### src/rtl/id_ex_stage.sv
// ID/EX pipeline register with load-use hazard detection and bubble insertion.
// Optional ID_WB_BYPASS_EN: forward the WB write data into rdata*_E on capture.
module id_ex_stage #(
    parameter int XLEN  = 32,
    parameter int CNT_W = 32
) (
    input  logic              clk,
    input  logic              rst,
    input  logic              valid_D,
    input  logic [XLEN-1:0]   PC_reg_D,
    input  logic [XLEN-1:0]   rdata1_D,
    input  logic [XLEN-1:0]   rdata2_D,
    input  logic [XLEN-1:0]   imme_D,
    input  logic [4:0]        Rs1_D,
    input  logic [4:0]        Rs2_D,
    input  logic [4:0]        Rd_D,
    input  logic              RegWrite_D,
    input  logic              MemRead_D,
    input  logic              reg_ren_D,
    input  logic              rs2_used_D,
    input  logic              auipc_D,
    input  logic              ALU_DB_Src_D,
    input  logic              flush_E,
    input  logic              stall_ext,
    input  logic              RegWrite_W,
    input  logic [4:0]        Rd_W,
    input  logic [XLEN-1:0]   rdata_reg_W,
    output logic              valid_E,
    output logic [XLEN-1:0]   PC_reg_E,
    output logic [XLEN-1:0]   rdata1_E,
    output logic [XLEN-1:0]   rdata2_E,
    output logic [XLEN-1:0]   imme_E,
    output logic [4:0]        Rs1_E,
    output logic [4:0]        Rs2_E,
    output logic [4:0]        Rd_E,
    output logic              RegWrite_E,
    output logic              MemRead_E,
    output logic              reg_ren_E,
    output logic              auipc_E,
    output logic              ALU_DB_Src_E,
    output logic              stall_D,
    output logic [CNT_W-1:0]  bubble_cnt
);

    logic            w_hit1;
    logic            w_hit2;
    logic            w_lu;
    logic            w_clear;
    logic            w_bubble_lu;
    logic [XLEN-1:0] w_rdata1_nxt;
    logic [XLEN-1:0] w_rdata2_nxt;

    function automatic logic [CNT_W-1:0] sat_inc(input logic [CNT_W-1:0] v);
        return (&v) ? v : v + {{(CNT_W-1){1'b0}}, 1'b1};
    endfunction

    assign w_hit1 = reg_ren_D  && (Rs1_D == Rd_E);
    assign w_hit2 = rs2_used_D && (Rs2_D == Rd_E);
    assign w_lu   = valid_E && MemRead_E && RegWrite_E && (Rd_E != 5'd0) && (w_hit1 || w_hit2);

    assign stall_D = !rst && ((w_lu && !flush_E) || stall_ext);

    // A lu bubble only happens when neither a redirect nor an external freeze outranks it.
    assign w_bubble_lu = w_lu && !flush_E && !stall_ext;
    assign w_clear     = rst || flush_E || w_bubble_lu;

`ifdef ID_WB_BYPASS_EN
    assign w_rdata1_nxt = (RegWrite_W && (Rd_W != 5'd0) && (Rd_W == Rs1_D)) ? rdata_reg_W : rdata1_D;
    assign w_rdata2_nxt = (RegWrite_W && (Rd_W != 5'd0) && (Rd_W == Rs2_D)) ? rdata_reg_W : rdata2_D;
`else
    logic w_unused_wb;
    assign w_unused_wb  = ^{RegWrite_W, Rd_W, rdata_reg_W};
    assign w_rdata1_nxt = rdata1_D;
    assign w_rdata2_nxt = rdata2_D;
`endif

    always_ff @(posedge clk) begin
        if (w_clear) begin
            valid_E      <= 1'b0;
            PC_reg_E     <= '0;
            rdata1_E     <= '0;
            rdata2_E     <= '0;
            imme_E       <= '0;
            Rs1_E        <= '0;
            Rs2_E        <= '0;
            Rd_E         <= '0;
            RegWrite_E   <= 1'b0;
            MemRead_E    <= 1'b0;
            reg_ren_E    <= 1'b0;
            auipc_E      <= 1'b0;
            ALU_DB_Src_E <= 1'b0;
        end else if (!stall_ext) begin
            valid_E      <= valid_D;
            PC_reg_E     <= PC_reg_D;
            rdata1_E     <= w_rdata1_nxt;
            rdata2_E     <= w_rdata2_nxt;
            imme_E       <= imme_D;
            Rs1_E        <= Rs1_D;
            Rs2_E        <= Rs2_D;
            Rd_E         <= Rd_D;
            RegWrite_E   <= valid_D && RegWrite_D;
            MemRead_E    <= valid_D && MemRead_D;
            reg_ren_E    <= valid_D && reg_ren_D;
            auipc_E      <= valid_D && auipc_D;
            ALU_DB_Src_E <= valid_D && ALU_DB_Src_D;
        end
    end

    always_ff @(posedge clk) begin
        if (rst) begin
            bubble_cnt <= '0;
        end else if (w_bubble_lu) begin
            bubble_cnt <= sat_inc(bubble_cnt);
        end
    end

endmodule

### config.mk
export PLATFORM = sky130hd
export DESIGN_NAME = id_ex_stage
export DESIGN_NICKNAME = d
export VERILOG_FILES = /design/src/rtl/id_ex_stage.sv
export SDC_FILE = /design/constraint.sdc
export NUM_CORES = 1
export LEC_CHECK = 0
export ABC_AREA = 1
export CAP_MARGIN = 15
export CORE_MARGIN = 2
export CORE_UTILIZATION = 35
export CTS_BUF_LIST = sky130_fd_sc_hd__clkbuf_4 sky130_fd_sc_hd__clkbuf_8
export DETAILED_ROUTE_END_ITERATION = 16
export GPL_ROUTABILITY_DRIVEN = 1
export PLACE_DENSITY = 0.72
export RECOVER_POWER = 25
export SLEW_MARGIN = 40
export SYNTH_ARGS = -nofsm -noshare
export SYNTH_HDL_FRONTEND = slang
export SYNTH_SLANG_ARGS = --single-unit
### constraint.sdc
create_clock -name clk -period 1.7 [get_ports clk]
set_clock_uncertainty 0.2 [all_clocks]
set_input_delay 0.34 -clock clk [delete_from_list [all_inputs] [get_ports clk]]
set_output_delay 0.34 -clock clk [all_outputs]
set_load 0.05 [all_outputs]
* After elaboration in Yosys (flattened, before gate mapping)
Cells that the tools add are included.
** Cells by class
- Add/sub/neg operators :: 1
- Bitwise logic cells :: 1
- Reduce and logical (&&, ||, !) cells :: 24
- Equal/unequal tests :: 2
** Operators by type and width (count)
- 32-bit by 1-bit adder with 32-bit output (second input constant) :: 1
- 32-bit AND reduction :: 1
- 1-bit logical AND :: 14
- 5-bit equality test :: 2
- 5-bit nonzero test :: 1
- 1-bit logical OR :: 4
- 1-bit zero test :: 3
- 2-bit AND reduction :: 1
- 1-bit NOT :: 1
** Storage, ports and cells
- Input port bits :: 192
- Flip-flop bits (word level) :: 181

* Logic depth before layout (Yosys ltp)
Gate-level depths: netlist of the first run.
- Depth after elaboration :: 7
- Depth in mapped cells :: 12

* Worst setup path after synthesis of the first run
Ideal clock, no wire load.
- Path type :: flip-flop to output port
- From :: reg Rd_E[4]
- To :: out stall_D
- Slack :: -0.848 ns
- Cell stages (with the launch flop) :: 9
- Arrival time :: 2.008 ns
- Required time :: 1.160 ns
- Cells stage by stage :: dfxtp_1 -> inv_1 -> nand2_1 -> nand2_1 -> nor2_1 -> nand3_1 -> nand2_1 -> nand2_1 -> a21oi_1
** On the way
- Longest elaborated chain between the ends :: 7
- Elaborated cells between the ends (all ways) :: 11
** RTL lines
- from (decl) :: RTL line 35 : output logic [4:0] Rd_E,
- from (signal assigned) :: RTL line 100 : Rd_E <= Rd_D;
- 5-bit equality test (on tied branches) :: RTL line 57, 58
- 1-bit logical AND (on tied branches) :: RTL line 57, 58
- 1-bit logical OR :: RTL line 59 : assign w_lu = valid_E && MemRead_E && RegWrite_E && (Rd_E != 5'd0) && (w_hit1 || w_hit2);
- 1-bit logical AND (*) :: RTL line 59
- 1-bit logical AND (*) :: RTL line 61 : assign stall_D = !rst && ((w_lu && !flush_E) || stall_ext);
- 1-bit logical OR (*) :: RTL line 61
- 1-bit logical AND (*) :: RTL line 61
- to (decl) :: RTL line 41 : output logic stall_D,
Every way passes the cells marked *; elsewhere a longest branch is shown, timed or not.

* Worst setup path in the final report of the first run
- From :: reg Rd_E[3]
- To :: out stall_D
Same word-level chain as after synthesis.

==> results_dict.tcl, run 1 <==
set metrics [dict create \
    status "finished, violations left" \
    violations "setup timing" \
    rows 52 \
    cts_max_level 4 \
    port_buffers 335 \
    power.total_mw 9.39 \
    path_class "reg2out" \
    hpwl_mm 20.6 \
    fin_setup_tns_ps -63510 \
    die_x_um 148 \
    hold_path_depth 5 \
    synth_cell_type_count 23 \
    ctsRootBufferMaster "clkbuf_8" \
    clk_path_buf_depth 2 \
    r2r-start "Rd_E[3]$_SDFFE_PP0N_" \
    synthAdderAreaFrac_pct 0.173 \
    tightest_slew_ps 370 \
    post-route-util_pct 75.3 \
    gp_congestion 0.884 \
    finalCritPeriodShare_pct 136 \
    ant_nets 0 \
    synth_compound_gate_area_share_pct 11.0 \
    viasPerCell 4.93 \
    path_max_fanout 3 \
    dr.pass1.iters 5 \
    cp_slowest_cell "dfxtp_4" \
    max_stage_delay_ps 360 \
    wl_per_cell_um 17.7 \
    relSlewSlack_pct 75.4 \
    finalWorstSetupSlack_ps -608 \
    cp-end-kind "primary output" \
    initial_core_util_pct 35.7 \
    synthMuxAreaShare_pct 0 \
    yosysMostFrequentCell "nand2_1" \
    die_area_um2 21900 \
    yosysTopAreaCell "dfxtp_1" \
    cts_tree "done" \
    syn_nets 1220 \
    antenna_found_initial 1 \
    synth-async-reset-ratio_pct 0 \
    period_minus_slack_ps 2310 \
    drcViolationCount 0 \
    synth_xor_area_share_pct 0.121 \
    setup_viol 186 \
    cp.arrival_ps 1770 \
    core_area_um2 20300 \
    postCtsHoldBufs 0 \
    worstRegToRegCells 16 \
    boundaryPins 374 \
    wl_mm 31.5 \
    post_synth.cell_area_avg_um2 7.06 \
    clock-sinks 181 \
    synth_top_family_by_area "simple AND/OR/NAND/NOR gates" \
    grt_first_pass_wirelength_mm 45.3 \
    cp_data_required_time_ps 1160 \
    max_freq_mhz 433 \
    grt_start_max_net_pins 75 \
    yosys.area_share.simple_pct 32.5 \
    place_inst 1682 \
    crit_end "stall_D" \
    grt_pass1_vias 8699 \
    yosysTopAreaCellShare_pct 50.0 \
    worstSkewPairLatency_ps 470 \
    drive_gt1_share_pct 42.3 \
    leakagePower_nw 6.11 \
    ys_top_cells_by_area "dfxtp_1 (50%), nand2_1 (21%), a21oi_1 (9.5%)" \
    yosysSeqAreaShare_pct 50.0 \
    cp-start-kind "flop" \
    r2r_slack_ps -470 \
    drv_slew 0 \
    synth_ff_type "dfxtp_1" \
    path_cells "buf_6 > nand2_4 > nand2_2 > nor2_4 > nand3_2 > nand2_4 > nand2_4 > a21oi_4 > buf_12" \
    crit_path_start "Rd_E[3]$_SDFFE_PP0N_" \
    fin_cells 1775 \
    hold_viol_final 0 \
    drtIter0Drc 461 \
    nets 1685 \
    hold_path_class "in2reg" \
    synth.cell_area_um2 7250 \
    die_y_um 148 \
    dpl_cell_area_um2 13900 \
    synth_edf_count 0 \
    rr_endpoint "bubble_cnt[19]$_SDFFE_PP0P_" \
    netlist_instances 1027 \
    yosysWarnings 0 \
    cap_violations 0 \
    path_clk_slew_ps 90 \
    synthTopCellsByCount "nand2_1 (411), dfxtp_1 (181), a21oi_1 (138)" \
    area_growth_pct 111 \
    grt_overflow 0 \
    powerDensity_nw_per_um2 614 \
    numCtsBuffers 17 \
    crit_top_cell "nand2_4" \
    synth_seq_cells 181 \
    vias 8754 \
    grt_setup_unrepaired "yes" \
    grt.total_usage_pct 26.3 \
    ir_worst_vdd_uv 446 \
    stdcell_area_um2 15300 \
]
==> cell families after synthesis <==
kind of cell | count (synthesis)
DFF | 181
AOI/OAI and AO/OA | 157
buffers and inverters | 91
xor gates and xnor gates | 1
and+or+nand+nor | 596
adders and majority gates | 1
==> routing by layer <==
| layer | track usage [%] | up-vias | part of all wire, % | wire length [µm] |
|---|---|---|---|---|
| li1 | - | 4173 | - | - |
| met2 | 47.3 | 414 | 52 | 16300 |
| met5 | 0 | - | 0 | 0 |
| met1 | 27.9 | 4057 | 35 | 11000 |
| met3 | 9.04 | 110 | 8.4 | 2650 |
| met4 | 11.7 | 0 | 4.6 | 1440 |
==> critical path, delay by kind of cell (launching register included) <==
family,cells,cell delay (ps)
and+or+nand+nor,6,480
buffers and inverters,2,280
DFF,1,360
AOI/OAI and AO/OA,1,200
==> power breakdown <==
| group | switching [mW] | total (mW) | internal, mW |
|---|---|---|---|
| logic | 1.00 | 2.01 | 1.01 |
| clock network | 1.61 | 2.95 | 1.34 |
| registers | 0.103 | 4.42 | 4.32 |
| total | 2.72 | 9.39 | 6.67 |
==> placed cells by master (no fill, tap or decap), types with 2 or more instances in the layout <==
master and n:
buf_2 24, inv_1 29, nand2_2 15, dfxtp_1 142
nor2_2 11, dfxtp_4 21, nor2_1 95, buf_8 8
dlymetal6s2s_1 2, a21oi_4 5, a21oi_1 12, clkinv_2 4
clkbuf_16 2, inv_4 6, nand4_1 6, a21oi_2 121
nand2_4 4, nor2_4 34, nor3_1 3, dfxtp_2 18
nor3_4 3, clkbuf_4 7, clkbuf_8 17, bufinv_16 2
buf_4 91, a22oi_1 5, clkdlybuf4s50_1 149, o21ai_0 13
buf_12 165, inv_6 2, nand2_1 391, nand2_8 3
buf_16 9, nand3_1 17, buf_6 33, clkbuf_2 12
nand3_2 10, nand3_4 4, clkinv_4 2
==> how the worst min path moves through the flow <==
stage	startpoint	end	slack, ps
final	Rs2_D[3]	Rs2_E[3]$_SDFFE_PP0N_	110
after global routing	Rs2_D[3]	Rs2_E[3]$_SDFFE_PP0N_	110
after CTS	stall_ext	Rs2_E[4]$_SDFFE_PP0N_	150
after global placement	rdata1_E[28]$_SDFFE_PP0N_	rdata1_E[28]$_SDFFE_PP0N_	280
after floorplan	PC_reg_D[0]	PC_reg_E[0]$_SDFFE_PP0N_	280
after detailed placement	rdata1_E[28]$_SDFFE_PP0N_	rdata1_E[28]$_SDFFE_PP0N_	290
==> layout make-up <==
| cell class | count | area [µm²] |
|---|---|---|
| clock inverter | 12 | 129 |
| timing repair buffer | 501 | 6520 |
| fill | 1331 | 5010 |
| clock buffer | 19 | 249 |
| sequential | 181 | 3720 |
| antenna | 1 | 2.50 |
| tap | 270 | 338 |
| multi-input combinational | 755 | 4180 |
| inverter | 36 | 148 |
==> state kept, by name, indices dropped and copies added, names as in the netlist, 5 cells and up <==
name and flops:
bubble_cnt 32, Rd_E 5, PC_reg_E 32, rdata1_E 32, rdata2_E 32, imme_E 32, Rs1_E 5, Rs2_E 5
==> through the flow <==
stage	worst slack [ps]	hold WS [ps]
6_report	-608	110
5_1_grt	-698	112
4_1_cts	-612	150
3_5_place_dp	-707	286
3_3_place_gp	-690	282
2_1_floorplan	-132	282
==> what timing repair did <==
item | 4_1_cts | 5_1_grt
pin swaps | 23 | 38
resized for setup | 113 | 135
setup buffers | 29 | 31
gates cloned | 13 | 2
setup endpoints to repair | 182 | 194
No activity file was read; power rests on OpenSTA's default activity.
==> run 2: changes to the inputs <==
--- a/config.mk
+++ b/config.mk
@@ -10,10 +10,10 @@
 export CORE_MARGIN = 2
 export CORE_UTILIZATION = 35
 export CTS_BUF_LIST = sky130_fd_sc_hd__clkbuf_4 sky130_fd_sc_hd__clkbuf_8
+export CTS_CLUSTER_DIAMETER = 60
 export DETAILED_ROUTE_END_ITERATION = 16
 export GPL_ROUTABILITY_DRIVEN = 1
 export PLACE_DENSITY = 0.72
-export RECOVER_POWER = 25
 export SLEW_MARGIN = 40
 export SYNTH_ARGS = -nofsm -noshare
 export SYNTH_HDL_FRONTEND = slang
==> run 2 against run 1 <==
  * The run still ends with setup timing left
  * Total power rose by 1.2%
  * First-iteration DRC count decreased by 8.5%
  * Clock power barely moved
  * Via count up 0.40%
  * Non-clock buffer count did not move
  * Wire length hardly changed
  * Utilization grew 3.0 points
  * Largest power group unchanged
  * Clock-buffer cell count unchanged
  * Register-to-register slack lost 20 ps
  * Flip-flop and latch count stayed put
  * Global-route usage is the same
  * Combinational power up 4%
==> results_dict.tcl, run 2 (synthesis gave the netlist of run 1 again) <==
set metrics [dict create \
    status "finished, violations left" \
    violations "setup timing" \
    dr.max_layer_used "met4" \
    setup_viol 186 \
    cts_max_level 4 \
    hold_path_depth 5 \
    dr_wl_met3_mm 2.72 \
    grt_pass1_vias 8699 \
    numCtsBuffers 17 \
    port_buffers 335 \
    min_to "Rs2_E[3]$_SDFFE_PP0N_" \
    dr.pass1.iters 5 \
    fin_setup_tns_ps -63160 \
    worstRegToRegCells 16 \
    drv_slew 0 \
    layout_common_cells "nand2_1 (391), buf_12 (206), clkdlybuf4s50_1 (149), dfxtp_1 (141), a21oi_2 (121)" \
    area_growth_pct 119 \
    drcViolationCount 0 \
    post-route-util_pct 78.3 \
    ctsRootBufferMaster "clkbuf_8" \
    cap_violations 0 \
    finalWorstSetupSlack_ps -605 \
    relSlewSlack_pct 76.0 \
    core_area_um2 20300 \
    nets 1685 \
    viasPerCell 4.95 \
    dpl_cell_area_um2 13900 \
    tightest_slew_ps 360 \
    wl_per_cell_um 17.7 \
    finalCritPeriodShare_pct 136 \
    cp_data_required_time_ps 1160 \
    cp.arrival_ps 1770 \
    rr_endpoint "bubble_cnt[19]$_SDFFE_PP0P_" \
    grt.total_usage_pct 26.3 \
    wl_mm 31.4 \
    ant_nets 0 \
    max_freq_mhz 434 \
    hold_path_class "in2reg" \
    die_y_um 148 \
    clock-sinks 181 \
    clk_path_buf_depth 2 \
    die_x_um 148 \
    n_fill_cell 1255 \
    path_class "reg2out" \
    path_max_fanout 3 \
    final_common_cell "nand2_1" \
    cts_tree "done" \
    grt_setup_unrepaired "yes" \
    hpwl_mm 20.6 \
    die_area_um2 21900 \
    grt_overflow 0 \
    ir_worst_vdd_uv 469 \
    worstSkewPairLatency_ps 470 \
    hp-start "Rs2_D[3]" \
    powerDensity_nw_per_um2 598 \
    boundaryPins 374 \
    grt_first_pass_wirelength_mm 45.3 \
    wl_met2_mm 16.2 \
    initial_core_util_pct 35.7 \
    path_clk_slew_ps 90 \
    vias 8789 \
    leakagePower_nw 6.24 \
    period_minus_slack_ps 2310 \
    rows 52 \
    cp-end-kind "primary output" \
    cp-start-kind "flop" \
    r2r_slack_ps -490 \
    drive_gt1_share_pct 42.4 \
    stdcell_area_um2 15900 \
    drtIter0Drc 422 \
    wl_met1_mm 11.0 \
    postCtsHoldBufs 0 \
    r2r-start "Rd_E[3]$_SDFFE_PP0N_" \
    grt_start_max_net_pins 75 \
    antenna_found_initial 1 \
    hold_viol_final 0 \
    gp_congestion 0.884 \
]
## run 2: cell count changes in the layout (fill, tap and decap cells not counted), sizes merged
cell,before,now
buf,330,347
clkbuf,38,21
## run 2: layout make-up
type / instances / area, µm² / share of cell area, %
clock buffers: 19 / 249 / 1.57
inverters: 36 / 148 / 0.929
multi-input cells: 755 / 4180 / 26.3
well taps: 270 / 338 / 2.13
repair buffers: 501 / 7120 / 44.8
clock inverters: 12 / 129 / 0.811
flip-flops and latches: 181 / 3730 / 23.4
diodes: 1 / 2.50 / 0.0157
## run 2: stage by stage
stage               hold WS (ps)  cells  power [mW]  setup WS, ps
finish                       110   1775        9.50          -605
global route                 112   1774        9.87          -698
CTS                          150   1755        9.51          -612
detailed placement           286   1682        6.43          -707
global placement             282   1682        6.40          -690
floorplan                    282   1027        5.34          -132
## run 2: power breakdown
part | switching [mW] | internal (mW)
clock network | 1.62 | 1.34
logic | 1.00 | 1.10
registers | 0.121 | 4.32
## run 2: routing by layer
metal | GRT usage (%) | up-vias
li1 | - | 4177
met1 | 27.9 | 4079
met2 | 47.3 | 428
met3 | 9.04 | 105
met4 | 11.7 | 0
met5 | 0 | -
## run 2: worst max path at each step
stage                     cells past startpoint                     endpoint                       start  slack [ps]
after floorplan                              11  bubble_cnt[20]$_SDFFE_PP0P_  bubble_cnt[1]$_SDFFE_PP0P_        -130
after global placement                       10                      stall_D                    Rs1_D[3]        -690
after detailed placement                     10                      stall_D                    Rs2_D[2]        -710
after CTS                                     9                      stall_D        Rd_E[3]$_SDFFE_PP0N_        -610
after global routing                          9                      stall_D        Rd_E[3]$_SDFFE_PP0N_        -700
final                                         9                      stall_D        Rd_E[3]$_SDFFE_PP0N_        -610
## run 2: what timing repair did
action,4_1_cts,5_1_grt
endpoints found under the setup margin,182,194
endpoints found under the hold margin,0,0
resized for setup,113,135
cloned,13,2
buffers inserted,29,31
pin swaps,23,38
## run 2: worst max-delay path: stages, from the launching register on
cell	delay, ps
dfxtp_4	360
buf_6	120
nand2_4	50
nand2_2	60
nor2_4	120
nand3_2	100
nand2_4	90
nand2_4	60
a21oi_4	200
buf_12	160
==> run 3: changes to the inputs <==
--- a/config.mk
+++ b/config.mk
@@ -14,6 +14,7 @@
 export DETAILED_ROUTE_END_ITERATION = 16
 export GPL_ROUTABILITY_DRIVEN = 1
 export PLACE_DENSITY = 0.72
+export SETUP_SLACK_MARGIN = 0.2
 export SLEW_MARGIN = 40
 export SYNTH_ARGS = -nofsm -noshare
 export SYNTH_HDL_FRONTEND = slang
==> constraint.sdc (replaced) <==
create_clock -name clk -period 1.7 [get_ports clk]
set_clock_uncertainty 0.2 [all_clocks]
set_input_delay 0.51 -clock clk [delete_from_list [all_inputs] [get_ports clk]]
set_output_delay 0.51 -clock clk [all_outputs]
set_load 0.05 [all_outputs]
==> run 3 against run 2 <==
  * The flow still finishes with violations (setup timing)
  * Via count is 5.5% higher
  * Worst hold slack improved by 170 ps
  * Combinational power up 2%
  * Wire length rose by 11%
  * Flip-flop and latch count unchanged
  * Total power is 0.22% higher
  * Worst setup slack lost 160 ps
  * Fmax decreased by 6.4%
  * Largest cell class unchanged
  * Largest power group unchanged
==> results_dict.tcl, run 3 (synthesis gave the netlist of run 1 again) <==
set metrics [dict create \
    rr_endpoint "rdata1_E[27]$_SDFFE_PP0N_" \
    drcViolationCount 0 \
    min_to "rdata1_E[29]$_SDFFE_PP0N_" \
    violations "setup timing" \
    wl_mm 35.0 \
    boundaryPins 374 \
    max_freq_mhz 406 \
    worstRegToRegCells 14 \
    ant_nets 0 \
    die_y_um 148 \
    hold_path_class "reg2reg" \
    viasPerCell 5.13 \
    vias 9272 \
    die_x_um 148 \
    drtIter0Drc 530 \
    die_area_um2 21900 \
    cp-end-kind "primary output" \
    numCtsBuffers 17 \
    grt_setup_unrepaired "yes" \
    ctsRootBufferMaster "clkbuf_8" \
    hold_viol_final 0 \
    drv_slew 0 \
    dr.pass1.iters 7 \
    period_minus_slack_ps 2460 \
    wl_per_cell_um 19.3 \
    area_growth_pct 124 \
    final_common_cell "nand2_1" \
    timing.hold.ws_ps 285 \
    antenna_found_initial 1 \
    post-place-ws_ps -1010 \
    powerDensity_nw_per_um2 588 \
    cp.arrival_ps 1750 \
    worstSkewPairLatency_ps 460 \
    grt.total_usage_pct 25.5 \
    drive_gt1_share_pct 50.5 \
    leakagePower_nw 6.42 \
    hold_path_depth 2 \
    cts_tree "done" \
    grt_overflow 0 \
    clk_path_buf_depth 2 \
    postCtsHoldBufs 0 \
    status "finished, violations left" \
    cts_max_level 4 \
    layout_common_cells "nand2_1 (395), buf_12 (200), dfxtp_2 (157), clkdlybuf4s50_1 (140), buf_4 (107)" \
    fin_setup_tns_ps -76490 \
    path_max_fanout 2 \
    hpwl_mm 20.5 \
    relSlewSlack_pct 63.7 \
    grt_first_pass_wirelength_mm 43.9 \
    port_buffers 335 \
    place_inst 1688 \
    cp_data_required_time_ps 990 \
    core_area_um2 20300 \
    cp-start-kind "input pin" \
    finalWorstSetupSlack_ps -762 \
    finalCritPeriodShare_pct 145 \
    r2r_slack_ps -530 \
    gp_congestion 0.879 \
    path_class "in2out" \
    nets 1718 \
    ir_worst_vdd_uv 676 \
    clock-sinks 181 \
    setup_viol 238 \
    cap_violations 0 \
    tightest_slew_ps 545 \
    path_clk_slew_ps 90 \
    grt_pass1_vias 8310 \
    grt_start_max_net_pins 53 \
    n_fill_cell 1134 \
    fin_cells 1808 \
    rows 52 \
    hp-start "rdata1_E[29]$_SDFFE_PP0N_" \
    r2r-start "Rd_E[1]$_SDFFE_PP0N_" \
    initial_core_util_pct 35.7 \
]
[run 3: worst max-delay path, stage by stage]
cell and delay [ps]:
clkdlybuf4s50_1 460, nand2_1 50, nor2_1 100, nand3_1 100, nand2_2 120, nand2_4 70
a21oi_4 180, buf_12 160
[run 3: per-layer routing]
layer  global-route usage [%]  wire length, µm  vias to the layer above
met3                     8.09             2880                      138
met4                     9.86             1870                        0
li1                         -                -                     4251
met5                        0                0                        -
met2                     45.6            18000                      497
met1                     28.2            12200                     4386
[run 3: layout make-up]
cell class / count / area, µm² / area share, %
Tap cell: 270 / 338 / 2.08
Timing Repair Buffer: 533 / 7430 / 45.8
Antenna cell: 1 / 2.50 / 0.0154
Clock buffer: 17 / 234 / 1.44
Multi-Input combinational cell: 756 / 3980 / 24.5
Sequential cell: 181 / 3910 / 24.1
Clock inverter: 14 / 136 / 0.841
Inverter: 36 / 183 / 1.13
[run 3: metrics by stage]
stage / power [mW] / cell area, µm² / utilization (%)
floorplan: 5.27 / 7500 / -
global placement: 6.32 / 13700 / 67.3
detailed placement: 6.35 / 13700 / 67.3
CTS: 9.35 / 14700 / 72.2
global route: 9.86 / 16200 / 79.9
finish: 9.53 / 16200 / 79.9
[run 3: worst max-delay path by stage]
stage                                     from  endpoint  depth (start not counted)
after CTS                 Rd_E[3]$_SDFFE_PP0N_   stall_D                          9
after detailed placement              Rs2_D[0]   stall_D                         10
after floorplan                       Rs1_D[1]   stall_D                          8
final                               rs2_used_D   stall_D                          8
after global placement                Rs2_D[0]   stall_D                         10
after global routing      Rd_E[3]$_SDFFE_PP0N_   stall_D                          9
[run 3: timing repair]
action                     4_1_cts  5_1_grt
hold endpoints to repair         0        0
cloned                          10       12
buffers inserted                10       56
gates resized for setup         97      319
setup endpoints to repair      363      363
pin swaps                       14       19
[run 3: where the power goes]
group	internal [mW]	total [mW]	switching [mW]
logic	1.11	2.14	1.04
clock network	1.08	2.91	1.83
registers	4.34	4.47	0.130
total	6.53	9.53	3.00
